===== config.mk =====
export PLATFORM = sky130hd
export DESIGN_NAME = mult_unit_flat
export DESIGN_NICKNAME = d
export VERILOG_FILES = /design/src/rtl/mult_unit_if.sv /design/src/rtl/mult_unit.sv /design/src/flat_wrapper.sv
export SDC_FILE = /design/constraint.sdc
export NUM_CORES = 1
export LEC_CHECK = 0
export ABC_AREA = 1
export BUFFER_PORTS_ARGS = -buffer_cell sky130_fd_sc_hd__buf_2
export CAP_MARGIN = 10
export CORE_ASPECT_RATIO = 2
export CORE_UTILIZATION = 55
export CTS_CLUSTER_DIAMETER = 30
export DETAILED_ROUTE_END_ITERATION = 6
export PLACE_DENSITY = 0.75
export SYNTH_ARGS = -nofsm -noshare
export SYNTH_HDL_FRONTEND = slang
export SYNTH_SLANG_ARGS = --single-unit

===== constraint.sdc =====
create_clock -name clk -period 6.95 [get_ports clk]
set_input_delay 0.695 -clock clk [delete_from_list [all_inputs] [get_ports clk]]
set_output_delay 0.695 -clock clk [all_outputs]
set_load 0.05 [all_outputs]

===== src/rtl/mult_unit_if.sv =====
// Operand/result bundle between the execute stage and mult_unit.
// The master drives the request side; the slave (multiplier) drives status and HI/LO.
interface mult_unit_if #(
  parameter int WIDTH = 32
);
  logic             start;
  logic             sign;
  logic [WIDTH-1:0] srca;
  logic [WIDTH-1:0] srcb;
  logic             cancel;
  logic             busy;
  logic             done;
  logic [WIDTH-1:0] hi;
  logic [WIDTH-1:0] lo;

  modport master (
    output start, sign, srca, srcb, cancel,
    input  busy, done, hi, lo
  );

  modport slave (
    input  start, sign, srca, srcb, cancel,
    output busy, done, hi, lo
  );
endinterface


===== src/rtl/mult_unit.sv =====
// Iterative shift-add 32x32 signed/unsigned multiplier feeding the HI/LO registers.
// Define MULT_RADIX4_EN to retire two multiplier bits per RUN cycle instead of one.
module mult_unit #(
  parameter int WIDTH = 32
) (
  input  logic       clk,
  input  logic       reset,
  mult_unit_if.slave bus
);

  localparam int PW = 2 * WIDTH;
`ifdef MULT_RADIX4_EN
  localparam int ITERS = WIDTH / 2;
  localparam int SHIFT = 2;
`else
  localparam int ITERS = WIDTH;
  localparam int SHIFT = 1;
`endif
  localparam int CNT_W = $clog2(ITERS + 1);
  localparam logic [CNT_W-1:0] LAST = CNT_W'(ITERS - 1);

  typedef enum logic [1:0] {IDLE, RUN, DONE} state_e;

  state_e             state_q, state_d;
  logic [CNT_W-1:0]   count_q, count_d;
  logic [PW-1:0]      acc_q, acc_d;
  logic [WIDTH-1:0]   mcand_q, mcand_d;
  logic [WIDTH-1:0]   mplier_q, mplier_d;
  logic               neg_q, neg_d;
  logic [WIDTH-1:0]   hi_q, hi_d;
  logic [WIDTH-1:0]   lo_q, lo_d;
  logic               done_q, done_d;
  logic [PW-1:0]      acc_step;

  // Two's-complement magnitude; the most negative value maps to 2^(WIDTH-1) as unsigned.
  function automatic logic [WIDTH-1:0] magnitude(input logic [WIDTH-1:0] x,
                                                 input logic             signed_mode);
    return (signed_mode && x[WIDTH-1]) ? (~x + WIDTH'(1)) : x;
  endfunction

  function automatic logic [PW-1:0] negate(input logic [PW-1:0] p);
    return ~p + PW'(1);
  endfunction

`ifdef MULT_RADIX4_EN
  logic [WIDTH+1:0] mcand3_q, mcand3_d;
  logic [WIDTH+1:0] addend4;
  logic [WIDTH+1:0] sum4;

  always_comb begin
    case (mplier_q[1:0])
      2'd1:    addend4 = {2'b00, mcand_q};
      2'd2:    addend4 = {1'b0, mcand_q, 1'b0};
      2'd3:    addend4 = mcand3_q;
      default: addend4 = '0;
    endcase
  end

  assign sum4     = {2'b00, acc_q[PW-1:WIDTH]} + addend4;
  assign acc_step = {sum4, acc_q[WIDTH-1:2]};
`else
  logic [WIDTH:0] sum2;

  // Carry out of the upper-half add shifts back in as the new MSB.
  assign sum2     = {1'b0, acc_q[PW-1:WIDTH]} + (mplier_q[0] ? {1'b0, mcand_q} : '0);
  assign acc_step = {sum2, acc_q[WIDTH-1:1]};
`endif

  always_comb begin
    state_d  = state_q;
    count_d  = count_q;
    acc_d    = acc_q;
    mcand_d  = mcand_q;
    mplier_d = mplier_q;
    neg_d    = neg_q;
    hi_d     = hi_q;
    lo_d     = lo_q;
    done_d   = 1'b0;
`ifdef MULT_RADIX4_EN
    mcand3_d = mcand3_q;
`endif
    case (state_q)
      IDLE: begin
        if (bus.start && !bus.cancel) begin
          mcand_d  = magnitude(bus.srca, bus.sign);
          mplier_d = magnitude(bus.srcb, bus.sign);
          neg_d    = bus.sign & (bus.srca[WIDTH-1] ^ bus.srcb[WIDTH-1]);
          acc_d    = '0;
          count_d  = '0;
          state_d  = RUN;
`ifdef MULT_RADIX4_EN
          mcand3_d = {2'b00, mcand_d} + {1'b0, mcand_d, 1'b0};
`endif
        end
      end
      RUN: begin
        if (bus.cancel) begin
          state_d = IDLE;
        end else begin
          acc_d    = acc_step;
          mplier_d = mplier_q >> SHIFT;
          count_d  = count_q + CNT_W'(1);
          if (count_q == LAST) state_d = DONE;
        end
      end
      DONE: begin
        state_d = IDLE;
        if (!bus.cancel) begin
          {hi_d, lo_d} = neg_q ? negate(acc_q) : acc_q;
          done_d       = 1'b1;
        end
      end
      default: state_d = IDLE;
    endcase
  end

  always_ff @(posedge clk or negedge reset) begin
    if (!reset) begin
      state_q  <= IDLE;
      count_q  <= '0;
      acc_q    <= '0;
      mcand_q  <= '0;
      mplier_q <= '0;
      neg_q    <= 1'b0;
      hi_q     <= '0;
      lo_q     <= '0;
      done_q   <= 1'b0;
`ifdef MULT_RADIX4_EN
      mcand3_q <= '0;
`endif
    end else begin
      state_q  <= state_d;
      count_q  <= count_d;
      acc_q    <= acc_d;
      mcand_q  <= mcand_d;
      mplier_q <= mplier_d;
      neg_q    <= neg_d;
      hi_q     <= hi_d;
      lo_q     <= lo_d;
      done_q   <= done_d;
`ifdef MULT_RADIX4_EN
      mcand3_q <= mcand3_d;
`endif
    end
  end

  assign bus.busy = (state_q != IDLE);
  assign bus.done = done_q;
  assign bus.hi   = hi_q;
  assign bus.lo   = lo_q;

endmodule


===== src/flat_wrapper.sv =====
// flat-port wrapper written by rule: the top's interface ports become plain ports
module mult_unit_flat 
#(
  parameter int WIDTH = 32
)
  (clk, reset, bus_start, bus_sign, bus_srca, bus_srcb, bus_cancel, bus_busy, bus_done, bus_hi, bus_lo);
  mult_unit_if #(.WIDTH(WIDTH)) bus_i ();
  input  logic clk;
  input  logic reset;
  input wire logic [$bits(bus_i.start)-1:0] bus_start;
  input wire logic [$bits(bus_i.sign)-1:0] bus_sign;
  input wire logic [$bits(bus_i.srca)-1:0] bus_srca;
  input wire logic [$bits(bus_i.srcb)-1:0] bus_srcb;
  input wire logic [$bits(bus_i.cancel)-1:0] bus_cancel;
  output wire logic [$bits(bus_i.busy)-1:0] bus_busy;
  output wire logic [$bits(bus_i.done)-1:0] bus_done;
  output wire logic [$bits(bus_i.hi)-1:0] bus_hi;
  output wire logic [$bits(bus_i.lo)-1:0] bus_lo;
  assign bus_i.start = bus_start;
  assign bus_i.sign = bus_sign;
  assign bus_i.srca = bus_srca;
  assign bus_i.srcb = bus_srcb;
  assign bus_i.cancel = bus_cancel;
  assign bus_busy = bus_i.busy;
  assign bus_done = bus_i.done;
  assign bus_hi = bus_i.hi;
  assign bus_lo = bus_i.lo;
  mult_unit #(.WIDTH(WIDTH)) u_core (.clk(clk), .reset(reset), .bus(bus_i));
endmodule

==> metrics.md <==
| Metric | Value |
|---|---|
| Drt total wl | `43.0 mm` |
| CTS Buf Count | `29` |
| Area contributors post-synth | `dfrtp_1, nand2_1, nor2_1` |
| Most common cell on crit path | `buf_4` |
| Slew Viols, Final | `0` |
| Power Dens Cells | `305 nW/um^2` |
| Sequential area share after synthesis | `34.9%` |
| CP Buf/Inv Count | `5` |
| Clock Latency Late Sink | `0.57 ns` |
| Post-CTS setup buffer count | `0` |
| Area after DPL | `15300 um^2` |
| GP Congestion | `0.961` |
| Comb pwr share | `37.9%` |
| Clk_skew | `0.0160 ns` |
| Status | `finished, final reports clean` |
| Worst Tran Pin Value | `0.948 ns` |
| Chip Width | `117 um` |
| Post-synth EDFFs | `0` |
| Ports | `135` |
| # setup viols final | `0` |
| Internal power | `2.87 mW` |
| Most used DFF post-synth | `dfrtp_1` |
| Sw frac | `42.5%` |
| Slowest stage delay, CP | `0.51 ns` |
| Max Clock Freq | `0.296 GHz` |
| Max Cap Viol | `0` |
| GRT Residual Overflow | `0` |
| RSZ-0062 raised after global routing | `no` |
| Antenna-violating nets left | `0` |
| Post-synthesis adder-cell area fraction | `3.25%` |
| Vias in the first global route | `14300` |
| FP Rows | `83` |
| Final layout net count | `2477` |
| Ys async rst share | `100%` |
| Largest net degree at the start of global routing | `89` |
| Clock slew at reported path FFs | `0.06 ns` |
| DRC | `0` |
| CTS Root Cell | `clkbuf_16` |
| Critical path required time | `7.42 ns` |
| Peak supply drop | `0.000202 V` |
| Share of layout cells above drive strength 1 | `10.7%` |
| Clock share of power | `30.4%` |
| Detailed-route wire length per cell | `15.7 um` |
| Post-Syn Area | `14500 um^2` |
| Die ar. | `27000 um^2` |
| Avg Inst Size Synth | `6.39 um^2` |
| Endpoints failing hold | `0` |
| Critical path launch point type | `register` |
| CTS Sinks | `202` |
| Fin crit share | `48.7%` |
| Worst Path Max Fanout | `70` |
| Syn Inst Count | `2264` |
| Initial antenna violation count | `0` |
| CP delay by family, top | `buffers and inverters` |
| Synth warn | `0` |
| Worst hold path class | `in -> async` |
| Syn_nets | `2370` |
| Fin area | `16400 um^2` |
| Worst Path Arrival | `3.85 ns` |
| Hold_buf cts | `0` |
| Post-route setup TNS | `0 ns` |
| Effective utilization at floorplan | `56.2%` |
| CTS Buffer Depth | `3` |
| GRT Total Usage | `32.9%` |
| H-tree Lvls | `1` |
| Crit path cell chain | `inv_2 -> nor2_4 -> buf_4 -> nand2_2 -> nand2_2 -> buf_4 -> inv_2 -> buf_4 -> nor2_1 -> a21oi_1 -> nor3_1` |
| Layout Area Growth over Synthesis | `13.1%` |
| P_sw | `2.13 mW` |
| Slew HR | `36.8%` |
| #FFs+latches synth | `202` |
| Crit. End Element | `register` |
| Vias post-DR | `14700` |
| Critical path class | `reg -> reg` |
| Largest family of logic cells by synthesized area | `simple AND/OR/NAND/NOR gates` |
| Dpl hpwl | `33.4 mm` |
| Post-synth top area share | `34.9%` |
| IO Port Bufs | `134` |
| Antenna cells | `0` |
| Crit-path slowest cell | `buf_4` |
| CTS tree | `yes` |
| Mux cell area share after synthesis | `0%` |
| Leakage | `9.19 nW` |
| Xor and xnor fraction of the mapped netlist area | `2.91%` |
| Compound-cell area share of the yosys netlist | `10.3%` |
| Cts repair resizes | `0` |
| Final min period | `3.38 ns` |
| First-pass GRT wire length | `69.1 mm` |
| Fillers | `2620` |
| Post-synth top area cell | `dfrtp_1` |
| Netlist cell types | `44` |
| Die Height | `231 um` |
| TritonRoute pass-1 iters | `6` |
| Flop2flop setup slack | `3.57 ns` |
| Vias per std cell | `5.38` |
| Core box area | `25800 um^2` |
| DR iter-0 viols | `774` |
| Simple-gate share of the synthesized area | `39.8%` |
| Seq pwr share | `31.8%` |
[routing by layer]
layer	vias to the layer above	GRT usage, %	share of wire (%)
met2	393	58.6	51
met4	0	22.6	7.3
li1	7429	-	-
met5	-	0	0
met1	6761	35.8	38
met3	137	3.29	3.6
[path summary, 6_finish.rpt]
| check | startpoint | end | cells after the start |
|---|---|---|---|
| min in group clk | bus_srca[29] | u_core.mcand_q[29]$_DFFE_PN0P_ | 4 |
| max reg2reg | u_core.state_q[0]$_DFFE_PN0P_ | u_core.count_q[4]$_DFFE_PN0P_ | 11 |
| max in group asynchronous | reset | u_core.neg_q$_DFFE_PN0P_ | 2 |
| min | reset | u_core.bus.lo[16]$_DFFE_PN0P_ | 1 |
| max | u_core.state_q[0]$_DFFE_PN0P_ | u_core.count_q[4]$_DFFE_PN0P_ | 11 |
| min reg2reg | u_core.bus.hi[21]$_DFFE_PN0P_ | u_core.bus.hi[21]$_DFFE_PN0P_ | 2 |
[cell type report]
cell class	count	area, um^2	share of cell area [%]
clock buffer	30	729	4.46
multi-input combinational	1737	8150	49.8
timing repair buffer	144	754	4.61
sequential	202	5060	30.9
tap	340	425	2.60
clock inverter	24	295	1.80
inverter	257	965	5.89
[state kept, by name, indices dropped and copies added, names as in the netlist]
signal and count:
u_core.acc_q 64, u_core.bus.done 1, u_core.bus.hi 32, u_core.bus.lo 32, u_core.count_q 6, u_core.mcand_q 32
u_core.mplier_q 32, u_core.neg_q 1, u_core.state_q 2
[cell families after synthesis]
logic type      Yosys count
flops                   202
xor+xnor                 48
compound gates          270
buf+inv                 325
simple gates           1382
fa+ha+maj                37
[placed cells by master, fill, tap and decap left out, types with 7 or more instances in the layout]
| cell type | netlist | final |
|---|---|---|
| nand3b_1 | 13 | 13 |
| nor3_1 | 14 | 14 |
| inv_1 | 246 | 246 |
| nor2_1 | 260 | 260 |
| nand3_1 | 183 | 183 |
| xnor2_1 | 10 | 10 |
| nand2_2 | 10 | 10 |
| o211ai_1 | 7 | 7 |
| nand4_1 | 35 | 35 |
| nand2_1 | 830 | 830 |
| a21oi_1 | 63 | 63 |
| inv_2 | 11 | 11 |
| o21ai_1 | 43 | 43 |
| xor2_1 | 38 | 38 |
| nor2_4 | 6 | 7 |
| inv_6 | 0 | 7 |
| dfrtp_1 | 202 | 201 |
| clkbuf_16 | 0 | 29 |
| o31ai_1 | 10 | 10 |
| buf_4 | 3 | 10 |
| ha_1 | 36 | 36 |
| o21ai_0 | 117 | 117 |
| buf_2 | 36 | 133 |
| nor2_2 | 12 | 11 |
[worst reg2reg max path, stage by stage, from the launching register on]
cell and delay [ns]:
dfrtp_1 0.40, inv_2 0.08, nor2_4 0.07, buf_4 0.44
nand2_2 0.34, nand2_2 0.15, buf_4 0.51, inv_2 0.53
buf_4 0.44, nor2_1 0.15, a21oi_1 0.07, nor3_1 0.12
[power groups by stage]
stage / sequential, mW / combinational (mW) / clock [mW]
6_report: 1.59 / 1.89 / 1.52
5_1_grt: 1.62 / 2.14 / 1.60
4_1_cts: 1.58 / 1.88 / 1.54
3_5_place_dp: 1.60 / 1.87 / 0
3_3_place_gp: 1.59 / 1.85 / 0
2_1_floorplan: 1.54 / 1.38 / 0
[Yosys cell counts (all sizes together), types with 26 or more instances]
library cell and n:
nand3 185, dfrtp 202, a21oi 63, inv 257
o21ai 167, clkbuf 26, ha 36, nor2 278
nand4 35, xor2 38, nand2 843, buf 42
[metrics by stage]
stage	hold WS, ns	utilization (%)	power (mW)	worst slack, ns	instances
final	0.180	63.6	5.00	3.57	2734
after global routing	0.246	63.6	5.35	3.24	2734
after CTS	0.206	63.6	5.01	3.59	2734
after detailed placement	0.460	59.6	3.47	3.59	2680
after global placement	0.459	59.6	3.44	3.69	2680
after floorplan	0.399	-	2.92	4.58	2264
Power figures use the tool's default switching activity.
